--- src/rtl/key_conditioner_if.sv ---
// Key bus between the raw push-buttons and the key conditioner.
// master: button side (drives key_n, observes conditioned outputs).
// slave : key_conditioner.
interface key_conditioner_if #(
  parameter int N_KEYS = 3
);
  logic [N_KEYS-1:0] key_n;
  logic [N_KEYS-1:0] key_level;
  logic [N_KEYS-1:0] key_press;
  logic [N_KEYS-1:0] key_release;
  logic [N_KEYS-1:0] key_repeat;

  modport master (output key_n, input key_level, key_press, key_release, key_repeat);
  modport slave  (input key_n, output key_level, key_press, key_release, key_repeat);
endinterface

--- src/rtl/key_conditioner.sv ---
// Key conditioner: 2-flop synchroniser, per-key debounce FSM, press/release
// pulses and optional auto-repeat pulses, all in the clk domain.
// Optional feature macro: KEY_AUTO_REPEAT_EN (auto-repeat; off by default,
// in which case key_repeat is tied low and no repeat logic is built).

// One key channel. s = synchronised key, 1 = pressed.
module key_chan #(
  parameter int DEBOUNCE_CYCLES = 8192,
`ifdef KEY_AUTO_REPEAT_EN
  parameter int REPEAT_DELAY    = 25000000,
  parameter int REPEAT_PERIOD   = 5000000,
`endif
  parameter int CNT_W           = 25
) (
  input  logic clk,
  input  logic rst,
  input  logic s,
  output logic level_o,
  output logic press_o,
  output logic rel_o,
  output logic rpt_o
);
  localparam logic [2:0] IDLE       = 3'd0;
  localparam logic [2:0] DB_PRESS   = 3'd1;
  localparam logic [2:0] HELD       = 3'd2;
  localparam logic [2:0] DB_RELEASE = 3'd4;
  localparam logic [CNT_W-1:0] DB_LAST = CNT_W'(DEBOUNCE_CYCLES - 1);

  logic [2:0]       state_q, state_d;
  logic [CNT_W-1:0] db_cnt_q, db_cnt_d, db_inc;
  logic             level_q, level_d;
  logic             press_q, press_d;
  logic             rel_q, rel_d;

  // Debounce counter saturates instead of wrapping.
  assign db_inc = (db_cnt_q == '1) ? db_cnt_q : db_cnt_q + CNT_W'(1);

`ifdef KEY_AUTO_REPEAT_EN
  localparam logic [2:0] REPEAT = 3'd3;
  localparam logic [CNT_W-1:0] RD_LAST = CNT_W'(REPEAT_DELAY - 1);
  localparam logic [CNT_W-1:0] RP_LAST = CNT_W'(REPEAT_PERIOD - 1);

  logic [CNT_W-1:0] rp_cnt_q, rp_cnt_d, rp_inc;
  logic             rpt_q, rpt_d;

  assign rp_inc = (rp_cnt_q == '1) ? rp_cnt_q : rp_cnt_q + CNT_W'(1);
`endif

  // Next-state logic. The debounce test looks at the incremented count so the
  // IDLE detection cycle counts as the first stable cycle (press lands 2+N
  // cycles after the key edge). The repeat test looks at the current count so
  // the first repeat lands exactly REPEAT_DELAY cycles after the press.
  always_comb begin
    state_d  = state_q;
    db_cnt_d = db_cnt_q;
    level_d  = level_q;
    press_d  = 1'b0;
    rel_d    = 1'b0;
`ifdef KEY_AUTO_REPEAT_EN
    rp_cnt_d = rp_cnt_q;
    rpt_d    = 1'b0;
`endif
    case (state_q)
      IDLE: begin
        level_d = 1'b0;
        if (s) begin
          db_cnt_d = '0;
          state_d  = DB_PRESS;
        end
      end
      DB_PRESS: begin
        if (!s) begin
          db_cnt_d = '0;
          state_d  = IDLE;
        end else begin
          db_cnt_d = db_inc;
          if (db_inc == DB_LAST) begin
            db_cnt_d = '0;
            state_d  = HELD;
            level_d  = 1'b1;
            press_d  = 1'b1;
`ifdef KEY_AUTO_REPEAT_EN
            rp_cnt_d = '0;
`endif
          end
        end
      end
      HELD: begin
        if (!s) begin
          db_cnt_d = '0;
          state_d  = DB_RELEASE;
`ifdef KEY_AUTO_REPEAT_EN
          rp_cnt_d = '0;
        end else begin
          rp_cnt_d = rp_inc;
          if (rp_cnt_q == RD_LAST) begin
            rpt_d    = 1'b1;
            rp_cnt_d = '0;
            state_d  = REPEAT;
          end
`endif
        end
      end
`ifdef KEY_AUTO_REPEAT_EN
      REPEAT: begin
        if (!s) begin
          db_cnt_d = '0;
          rp_cnt_d = '0;
          state_d  = DB_RELEASE;
        end else begin
          rp_cnt_d = rp_inc;
          if (rp_cnt_q == RP_LAST) begin
            rpt_d    = 1'b1;
            rp_cnt_d = '0;
          end
        end
      end
`endif
      DB_RELEASE: begin
        if (s) begin
          // Bounce on release: back to HELD, repeat timing starts over.
          db_cnt_d = '0;
          state_d  = HELD;
`ifdef KEY_AUTO_REPEAT_EN
          rp_cnt_d = '0;
`endif
        end else begin
          db_cnt_d = db_inc;
          if (db_inc == DB_LAST) begin
            db_cnt_d = '0;
            state_d  = IDLE;
            level_d  = 1'b0;
            rel_d    = 1'b1;
          end
        end
      end
      default: begin
        db_cnt_d = '0;
        level_d  = 1'b0;
        state_d  = IDLE;
      end
    endcase
  end

  // Channel state and registered output pulses.
  always_ff @(posedge clk or negedge rst) begin
    if (!rst) begin
      state_q  <= IDLE;
      db_cnt_q <= '0;
      level_q  <= 1'b0;
      press_q  <= 1'b0;
      rel_q    <= 1'b0;
    end else begin
      state_q  <= state_d;
      db_cnt_q <= db_cnt_d;
      level_q  <= level_d;
      press_q  <= press_d;
      rel_q    <= rel_d;
    end
  end

`ifdef KEY_AUTO_REPEAT_EN
  // Repeat counter and repeat pulse.
  always_ff @(posedge clk or negedge rst) begin
    if (!rst) begin
      rp_cnt_q <= '0;
      rpt_q    <= 1'b0;
    end else begin
      rp_cnt_q <= rp_cnt_d;
      rpt_q    <= rpt_d;
    end
  end
  assign rpt_o = rpt_q;
`else
  assign rpt_o = 1'b0;
`endif

  assign level_o = level_q;
  assign press_o = press_q;
  assign rel_o   = rel_q;
endmodule

module key_conditioner #(
  parameter int N_KEYS          = 3,
  parameter int DEBOUNCE_CYCLES = 8192,
  parameter int REPEAT_DELAY    = 25000000,
  parameter int REPEAT_PERIOD   = 5000000,
  parameter int CNT_W           = 25
) (
  input  logic clk,
  input  logic rst,
  key_conditioner_if.slave kif
);
  // Elaboration guard: the counters must be able to hold every terminal count.
  if ((CNT_W < 32) &&
      (((64'd1 << CNT_W) < 64'(DEBOUNCE_CYCLES)) ||
       ((64'd1 << CNT_W) < 64'(REPEAT_DELAY)) ||
       ((64'd1 << CNT_W) < 64'(REPEAT_PERIOD)))) begin : g_cnt_w_check
    $error("key_conditioner: CNT_W too small for the configured counts");
  end

  logic [N_KEYS-1:0] sync1_q, sync2_q, s;

  // Two-flop synchroniser; resets to the released (high) level.
  always_ff @(posedge clk or negedge rst) begin
    if (!rst) begin
      sync1_q <= '1;
      sync2_q <= '1;
    end else begin
      sync1_q <= kif.key_n;
      sync2_q <= sync1_q;
    end
  end

  assign s = ~sync2_q;

  for (genvar i = 0; i < N_KEYS; i++) begin : g_chan
    key_chan #(
      .DEBOUNCE_CYCLES (DEBOUNCE_CYCLES),
`ifdef KEY_AUTO_REPEAT_EN
      .REPEAT_DELAY    (REPEAT_DELAY),
      .REPEAT_PERIOD   (REPEAT_PERIOD),
`endif
      .CNT_W           (CNT_W)
    ) u_chan (
      .clk     (clk),
      .rst     (rst),
      .s       (s[i]),
      .level_o (kif.key_level[i]),
      .press_o (kif.key_press[i]),
      .rel_o   (kif.key_release[i]),
      .rpt_o   (kif.key_repeat[i])
    );
  end
endmodule

--- src/flat_wrapper.sv ---
// flat-port wrapper written by rule: the top's interface ports become plain ports
module key_conditioner_flat 
#(
  parameter int N_KEYS          = 3,
  parameter int DEBOUNCE_CYCLES = 8192,
  parameter int REPEAT_DELAY    = 25000000,
  parameter int REPEAT_PERIOD   = 5000000,
  parameter int CNT_W           = 25
)
  (clk, rst, kif_key_n, kif_key_level, kif_key_press, kif_key_release, kif_key_repeat);
  key_conditioner_if #(.N_KEYS(N_KEYS)) kif_i ();
  input  logic clk;
  input  logic rst;
  input wire logic [$bits(kif_i.key_n)-1:0] kif_key_n;
  output wire logic [$bits(kif_i.key_level)-1:0] kif_key_level;
  output wire logic [$bits(kif_i.key_press)-1:0] kif_key_press;
  output wire logic [$bits(kif_i.key_release)-1:0] kif_key_release;
  output wire logic [$bits(kif_i.key_repeat)-1:0] kif_key_repeat;
  assign kif_i.key_n = kif_key_n;
  assign kif_key_level = kif_i.key_level;
  assign kif_key_press = kif_i.key_press;
  assign kif_key_release = kif_i.key_release;
  assign kif_key_repeat = kif_i.key_repeat;
  key_conditioner #(.N_KEYS(N_KEYS), .DEBOUNCE_CYCLES(DEBOUNCE_CYCLES), .REPEAT_DELAY(REPEAT_DELAY), .REPEAT_PERIOD(REPEAT_PERIOD), .CNT_W(CNT_W)) u_core (.clk(clk), .rst(rst), .kif(kif_i));
endmodule
--- config.mk ---
export PLATFORM = sky130hd
export DESIGN_NAME = key_conditioner_flat
export DESIGN_NICKNAME = d
export VERILOG_FILES = /design/src/rtl/key_conditioner_if.sv /design/src/rtl/key_conditioner.sv /design/src/flat_wrapper.sv
export SDC_FILE = /design/constraint.sdc
export NUM_CORES = 1
export LEC_CHECK = 0
export CAP_MARGIN = 15
export CELL_PAD_IN_SITES_DETAIL_PLACEMENT = 0
export CELL_PAD_IN_SITES_GLOBAL_PLACEMENT = 1
export CORE_MARGIN = 3
export CORE_UTILIZATION = 52
export DETAILED_ROUTE_END_ITERATION = 10
export PLACE_DENSITY = 0.94
export SYNTH_ARGS = -nofsm -noshare
export SYNTH_HDL_FRONTEND = slang
export SYNTH_SLANG_ARGS = --single-unit
--- constraint.sdc ---
create_clock -name clk -period 6.4 [get_ports clk]
set_clock_uncertainty 0.2 [all_clocks]
set_input_delay 0.96 -clock clk [delete_from_list [all_inputs] [get_ports clk]]
set_output_delay 0.96 -clock clk [all_outputs]
set_load 0.1 [all_outputs]
==> results.toml <==
[power]
seqPwrFrac_pct = 47.2
net-switching-power_uw = 316
combPwrFrac_pct = 5.8
leakage_uw = 0.00272
p_clk_share_pct = 47.0
peakVddDrop_mv = 0.149
powerDensity_mw_per_mm2 = 180
sw_frac_of_total_pct = 23.1
p_int_uw = 1050

[synthesis]
ys_seq_elements = 99
synth.area.mux_share_pct = 0.713
synth_simple_gate_area_share_pct = 32.3
yosys.area_share.adder_pct = 0.522
ys_types = 87
avgSynthCellArea_um2 = 8.12
async_flop_share_pct = 100
synth_xor_area_share_pct = 3.17
synthFlopType = "dfrtp_1"
synth_cells = 886
synthesis.area_mm2 = 0.00719
synth_top_family_by_area = "simple AND/OR/NAND/NOR gates"
yosysSeqAreaShare_pct = 34.5
ys_warn_count = 0
synth-edff-count = 0
synth_compound_gate_area_share_pct = 22.2

[sta]
fmax_ghz = 0.211
period_minus_slack_ps = 4740
finalCritPeriodShare_pct = 74.1
setup_viol = 0
fin_ws_ps = 1660
whs_ps = 157
finalMaxSlewViolations = 0
grt_setup_unrepaired = "no"
hold_violations = 0
tightest_slew_ps = 1140
max_slew_margin_pct = 23.1
final.setup.tns_ps = 0

[worst_setup_path]
crit_slowest_cell = "nand2_1"
worst-path-buf-inv = 0
cp_num_cells = 9
cp-start-kind = "register"
cp_top_family = "simple AND/OR/NAND/NOR gates"
end_kind = "register"
crit_fanout = 22
crit_chain = "ha_1, nand4_2, or4_4, o2111ai_1, mux2i_1, o2111a_1, nand3b_1, nand2_1, o311ai_0"
critPathKind = "reg -> reg"
arrival_ps = 4750
worstRegToRegCells = 9
cp.required_ps = 6410
cpPeakStageDelay_ps = 690

[placed_design]
gp_congestion = 0.943
place_ws_ps = 1690
port-buffer-count = 13
dp_cells = 1003
place_hpwl_mm = 13.2

[drt]
via_per_inst = 6.75
wl_mm = 19.3
vias = 6883
drc_errors = 0
drt-pass1-iter-count = 5
ant_nets = 0
drt-initial-drc-count = 766
wl_per_cell_um = 18.9

[clock_network]
post_cts_buffers = 0
root_buffer = "clkbuf_16"
numCtsBuffers = 9
clockBufferDepth = 2
clk_pin_slew_worst_paths_ps = 70
cts.sinks = 99
ctsResizeCount = 0
clk_latency_ps = 350
cts_tree = "done"
htree_levels = 3
hold_buffers = 0

[layout]
antenna_cells = 0
fin_cells = 1019
drive_gt1_share_pct = 7.24
synthToLayoutAreaGrowth_pct = 5.08
nNetsFinal = 846

[outcome]
status = "completed"

[min_path]
hold_path_depth = 0
hp-class = "reg -> reg"

[grt]
antenna_found_initial = 0
grtUsageTotal_pct = 26.1
grt_max_degree = 80
grt_pass1_vias = 6494
grt_pass1_wl_mm = 32.4
grt-ovfl-total = 0

[floorplan]
die-height_um = 124
dieArea_mm2 = 0.0153
io_pins = 17
start_util_pct = 53.7
dieWidth_um = 124
core-area_mm2 = 0.0134
rows = 42

[job]
maxCapViolCount = 0
[final cells by class]
type                            instances  area, um^2
Fill cell                            1225        5840
Multi-Input combinational cell        689        4260
Sequential cell                        99        2480
Clock buffer                           10         239
Tap cell                              176         220
Timing Repair Buffer                   18         165
Clock inverter                          6         111
Inverter                               21        78.8
[routing by layer]
metal / GRT usage [%] / share of wire [%] / up-vias
met4: 9.55 / 2.3 / 0
met2: 40.1 / 46 / 276
met5: 0 / 0 / -
li1: - / - / 3237
met3: 5.13 / 6.2 / 43
met1: 36.6 / 45 / 3327
[metrics by stage]
| stage | area, um^2 | util, % | power, uW |
|---|---|---|---|
| after floorplan | 7200 | - | 706 |
| after global placement | 7210 | 53.8 | 731 |
| after detailed placement | 7210 | 53.8 | 734 |
| after CTS | 7560 | 56.4 | 1380 |
| after global routing | 7560 | 56.4 | 1420 |
| final | 7560 | 56.4 | 1360 |
[synthesized netlist by cell type (15+ instances only)]
library cell,count,area (um^2)
a31oi_1,34,213
o21ai_0,37,185
buf_2,17,85.1
nand2_1,91,342
buf_4,15,113
a21oi_1,48,240
nand3_1,67,335
nand4_1,30,188
nor2_1,64,240
and3_1,25,156
inv_1,20,75.1
nor4_1,20,125
nor3_1,35,175
xnor2_1,20,175
clkbuf_1,43,161
dfrtp_1,93,2330
[power by group through the flow]
stage	combinational [uW]	clock [uW]	sequential (uW)
after floorplan	57.4	0	649
after global placement	76.1	0	655
after detailed placement	78.2	0	656
after CTS	78.7	654	644
after global routing	87.3	688	645
final	78.4	641	644
[cell families after synthesis]
logic type / after synthesis
buffers and inverters: 100
other: 1
DFF: 99
xor gates and xnor gates: 26
and+or+nand+nor: 422
AOI/OAI and AO/OA: 230
adders and majority gates: 3
muxes: 5
[final timing paths]
| kind | startpoint | end | slack, ps |
|---|---|---|---|
| worst max-delay path | u_core.g_chan[1].u_chan.db_cnt_q[0]$_DFFE_PN0P_ | u_core.g_chan[1].u_chan.db_cnt_q[9]$_DFFE_PN0P_ | 1660 |
| worst min-delay path | u_core.sync1_q[2]$_DFF_PN1_ | u_core.sync2_q[2]$_DFF_PN1_ | 160 |
| worst max register to register | u_core.g_chan[1].u_chan.db_cnt_q[0]$_DFFE_PN0P_ | u_core.g_chan[1].u_chan.db_cnt_q[9]$_DFFE_PN0P_ | 1660 |
| worst min register to register | u_core.sync1_q[2]$_DFF_PN1_ | u_core.sync2_q[2]$_DFF_PN1_ | 160 |
| max in group asynchronous | rst | u_core.g_chan[1].u_chan.db_cnt_q[13]$_DFFE_PN0P_ | 4410 |
| min in group asynchronous | rst | u_core.g_chan[0].u_chan.level_o$_DFFE_PN0P_ | 280 |
[cells in the final DEF (no fill, tap or decap), drive strengths merged, types with 7 or more instances in the layout]
cell,count
nand4,34
nor3,36
nand3,67
xnor2,20
clkdlybuf4s50,12
nand3b,7
a21oi,48
a211oi,8
nor4,27
or3,7
dfrtp,93
and4,7
o311ai,12
clkbuf,10
o31ai,11
and3,25
a31oi,34
nand2,91
and2,10
nand2b,8
or4,8
nor2,65
o21ai,39
inv,21
[registers in the layout (all words and copies together) (netlist names)]
name / cells
u_core.g_chan.u_chan.db_cnt_q: 75
u_core.g_chan.u_chan.state_q: 9
u_core.g_chan.u_chan.level_o: 3
u_core.g_chan.u_chan.press_o: 3
u_core.g_chan.u_chan.rel_o: 3
u_core.sync1_q: 3
u_core.sync2_q: 3
Power figures use the tool's default switching activity.
